## src/rtl/rom_read_arbiter.sv

```systemverilog
// Two-requester arbiter/sequencer for a one-cycle-latency synchronous ROM; 3-cycle accept-to-response.
// Define ROM_ARB_ROUND_ROBIN_EN for round-robin tie-breaking; default build is fixed priority (port 0 wins).
module rom_read_arbiter #(
  parameter int ADDRESS_WIDTH = 8,
  parameter int DATA_WIDTH    = 8
) (
  input  logic                     clock,
  input  logic                     reset_n,
  input  logic                     req0_valid,
  input  logic [ADDRESS_WIDTH-1:0] req0_address,
  output logic                     req0_ready,
  output logic                     resp0_valid,
  output logic [DATA_WIDTH-1:0]    resp0_data,
  input  logic                     req1_valid,
  input  logic [ADDRESS_WIDTH-1:0] req1_address,
  output logic                     req1_ready,
  output logic                     resp1_valid,
  output logic [DATA_WIDTH-1:0]    resp1_data,
  output logic                     rom_read_enable,
  output logic [ADDRESS_WIDTH-1:0] rom_address,
  input  logic [DATA_WIDTH-1:0]    rom_data
);

  typedef enum logic [1:0] {IDLE, ISSUE, CAPTURE} state_t;

  state_t                   r_state;
  logic                     r_grant1;
  logic                     r_rom_read_enable;
  logic [ADDRESS_WIDTH-1:0] r_rom_address;
  logic                     r_resp0_valid;
  logic                     r_resp1_valid;
  logic [DATA_WIDTH-1:0]    r_resp0_data;
  logic [DATA_WIDTH-1:0]    r_resp1_data;
  logic                     w_grant1;
  logic                     w_handshake;

`ifdef ROM_ARB_ROUND_ROBIN_EN
  logic r_last1;
  // On a tie, port 1 wins only if port 0 was granted last.
  assign w_grant1 = req1_valid && (!req0_valid || !r_last1);
`else
  assign w_grant1 = req1_valid && !req0_valid;
`endif

  assign req0_ready  = reset_n && (r_state == IDLE) && req0_valid && !w_grant1;
  assign req1_ready  = reset_n && (r_state == IDLE) && w_grant1;
  assign w_handshake = req0_ready || req1_ready;

  always_ff @(posedge clock) begin
    if (!reset_n) begin
      r_state           <= IDLE;
      r_grant1          <= 1'b0;
      r_rom_read_enable <= 1'b0;
      r_rom_address     <= '0;
      r_resp0_valid     <= 1'b0;
      r_resp1_valid     <= 1'b0;
      r_resp0_data      <= '0;
      r_resp1_data      <= '0;
`ifdef ROM_ARB_ROUND_ROBIN_EN
      r_last1           <= 1'b1;
`endif
    end else begin
      r_resp0_valid <= 1'b0;
      r_resp1_valid <= 1'b0;
      case (r_state)
        IDLE: begin
          if (w_handshake) begin
            r_grant1          <= w_grant1;
            r_rom_address     <= w_grant1 ? req1_address : req0_address;
            r_rom_read_enable <= 1'b1;
            r_state           <= ISSUE;
`ifdef ROM_ARB_ROUND_ROBIN_EN
            r_last1           <= w_grant1;
`endif
          end
        end
        ISSUE: begin
          r_rom_read_enable <= 1'b0;
          r_state           <= CAPTURE;
        end
        CAPTURE: begin
          // Only the granted port's data register moves.
          if (r_grant1) begin
            r_resp1_data  <= rom_data;
            r_resp1_valid <= 1'b1;
          end else begin
            r_resp0_data  <= rom_data;
            r_resp0_valid <= 1'b1;
          end
          r_state <= IDLE;
        end
        default: r_state <= IDLE;
      endcase
    end
  end

  assign rom_read_enable = r_rom_read_enable;
  assign rom_address     = r_rom_address;
  assign resp0_valid     = r_resp0_valid;
  assign resp1_valid     = r_resp1_valid;
  assign resp0_data      = r_resp0_data;
  assign resp1_data      = r_resp1_data;

endmodule

```

## config.mk

```make
export PLATFORM = sky130hd
export DESIGN_NAME = rom_read_arbiter
export DESIGN_NICKNAME = d
export VERILOG_FILES = /design/src/rtl/rom_read_arbiter.sv
export SDC_FILE = /design/constraint.sdc
export NUM_CORES = 1
export LEC_CHECK = 0
export BUFFER_PORTS_ARGS = -buffer_cell sky130_fd_sc_hd__buf_2
export CAP_MARGIN = 5
export CORE_MARGIN = 3
export CORE_UTILIZATION = 48
export DETAILED_ROUTE_END_ITERATION = 10
export GPL_TIMING_DRIVEN = 0
export PLACE_DENSITY_LB_ADDON = 0.1
export SETUP_SLACK_MARGIN = 0.05
export SYNTH_ARGS = -nofsm -noshare
export SYNTH_HDL_FRONTEND = slang
export SYNTH_SLANG_ARGS = --single-unit
```

## constraint.sdc

```tcl
create_clock -name clock -period 2.3 [get_ports clock]
set_input_delay 0.115 -clock clock [delete_from_list [all_inputs] [get_ports clock]]
set_output_delay 0.115 -clock clock [all_outputs]
set_load 0.03 [all_outputs]
```

==> results.py <==
metrics = {
    "yosys": {
        "seq_area_frac_synth_pct": 51.2,
        "ys_warn_count": 0,
        "syn_area_per_cell_um2": 10.5,
        "synth_seq_cells": 30,
        "syn_inst": 112,
        "syn-num-nets": 140,
        "synth.distinct_cells": 22,
        "synth_area_um2": 1170,
    },
    "detailed_routing": {
        "remaining_drc_errors": 0,
        "antenna_left": 0,
        "drt_wl_total_mm": 2.72,
        "drt_iter0_markers": 29,
        "drtPass1Iterations": 4,
        "wl_per_cell_um": 13.4,
        "vias": 1073,
        "avgViaCountPerCell": 5.29,
    },
    "floorplan": {
        "die_h_um": 55.4,
        "start_util_pct": 52.0,
        "rows": 17,
        "coreArea_um2": 2250,
        "dieWidth_um": 55.4,
        "ioPinCount": 57,
        "floorplan.die_area_um2": 3070,
    },
    "clock_network": {
        "ctsHoldBuffers": 0,
        "cts_tree": "built",
        "worst_skew_pair.late_latency_ps": 310,
        "clkSinkCount": 30,
        "clock_path_buffers": 2,
        "cts_resized": 0,
        "cts_made_buffers": 5,
        "h-tree-depth": 2,
        "clkTransAtPathRegs_ps": 80,
        "root_buffer": "clkbuf_4",
        "cts_setup_buffers": 0,
    },
    "grt": {
        "grt_max_degree": 11,
        "grt_pass1_vias": 1033,
        "antenna_found_initial": 0,
        "grt.overflow.total": 0,
        "grt_first_pass_wirelength_mm": 4.63,
        "grt_use_total_pct": 18.9,
    },
    "timing": {
        "hold_slack_ps": 18.1,
        "worstMarginPinSlew_ps": 507,
        "hold_viol_final": 0,
        "finalClockSkew_ps": 7.28,
        "rsz0062_at_grt": "false",
        "max_freq_ghz": 0.660,
        "period_minus_slack_ps": 1520,
        "fin_setup_tns_ps": 0,
        "finalSetupViolCount": 0,
        "fin_crit_sh_pct": 65.9,
        "drv_slew": 0,
        "relSlewSlack_pct": 66.2,
    },
    "critical_path": {
        "required_ps": 2180,
        "critPathSlowestCell": "dfxtp_1",
        "crit_fanout": 10,
        "cp-start-kind": "flop",
        "worst_setup_path_end_kind": "primary output",
        "worstPathArrival_ps": 1400,
        "cpMostUsedCell": "buf_2",
        "slowest_delay_ps": 360,
        "crit_path_cell_trace": "buf_2 > nor4_1 > buf_2",
        "worstSetupPathType": "flop to primary output",
    },
    "place": {
        "gp_congestion": 0.753,
        "place_hpwl_mm": 2.09,
        "place_area_um2": 1490,
        "io_buffers": 56,
    },
    "min_path": {
        "hold_path.class": "primary input to flop",
    },
    "final_layout": {
        "synthToLayoutAreaGrowth_pct": 30.7,
        "finalInstanceArea_um2": 1530,
        "layout_common_cells": "buf_2, dfxtp_1, mux2i_1",
        "drive_gt1_share_pct": 40.0,
        "final_common_cell": "buf_2",
        "nets": 203,
        "diodes": 0,
    },
    "power_and_ir_drop": {
        "p_leak_nw": 0.816,
        "power_density_nw_per_um2": 659,
        "ir_drop_mv": 0.478,
    },
    "run": {
        "max-cap-violations": 0,
    },
    "outcome": {
        "status": "complete, no violations",
    },
}
## synth_stat cells, drive strengths merged
library cell  number  share of area [%]
and3               1               0.53
o311ai             8                6.0
nor2              20                6.6
nor3b              1                1.1
clkbuf             3               0.96
inv                3               0.96
a211oi             1               0.64
nand2b             1               0.53
dfxtp             30                 51
nor4               1               0.53
buf                5                3.1
mux2i             24                 20
and2               1               0.53
nor3               1               0.43
a21oi              1               0.43
o21ai              8                3.4
nand3b             2                1.6
o221a              1               0.96
## critical path, delay by kind of cell (launching register included)
| kind | cells | cell delay, ps |
|---|---|---|
| DFF | 1 | 360 |
| buffers and inverters | 2 | 450 |
| and+or+nand+nor | 1 | 290 |
## stage by stage
stage	setup WS, ps	total power [W]	utilization [%]	cells
2_1_floorplan	699	0.000687	-	112
3_3_place_gp	1130	0.000748	66.0	196
3_5_place_dp	1070	0.000754	66.0	196
4_1_cts	791	0.00102	68.0	203
5_1_grt	690	0.00106	68.0	203
6_report	784	0.00101	68.0	203
## cell families (layout without fill, tap and decap cells)
logic type             count (synthesis)  in the layout  share of synthesized area (%)
flip-flops                            30             30                           51.2
AND/OR/NAND/NOR                       28             28                           11.8
multiplexers                          24             24                           20.5
AO/OA/AOI/OAI                         19             19                           11.4
buffers and inverters                 11             74                           5.02
## layout make-up
cell class | count | area [µm²]
tap | 28 | 35.0
buffer | 8 | 47.5
fill | 203 | 722
sequential | 30 | 601
inverter | 3 | 11.3
clock buffer | 7 | 45.0
multi-input combinational | 71 | 513
timing repair buffer | 56 | 280
## flip-flops by register name, summed over array words and instances, names as in the netlist
register / count
resp1_data: 8
resp1_valid: 1
rom_read_enable: 1
resp0_valid: 1
r_state: 2
rom_address: 8
r_grant1: 1
resp0_data: 8
## worst paths after layout
check,endpoint,slack (ps),cells past startpoint,startpoint
worst max-delay path,req1_ready,780,3,r_state[1]
worst max register to register,resp0_data[5],1060,4,r_state[1]
worst min-delay path,r_grant1,20,2,req0_valid
worst min register to register,rom_address[5],490,2,rom_address[5]
## power by group
group | internal, W | switching [W]
clock | 0.000115 | 0.000155
sequential | 0.000545 | 0.0000148
combinational | 0.0000674 | 0.000113
## metal layers
layer / part of all wire, % / track usage (%)
met1: 40 / 21.6
met2: 52 / 33.8
met5: 0 / 0
met3: 6.8 / 4.91
met4: 1.1 / 6.25
Note: power is estimated with default switching activity, not from simulation.
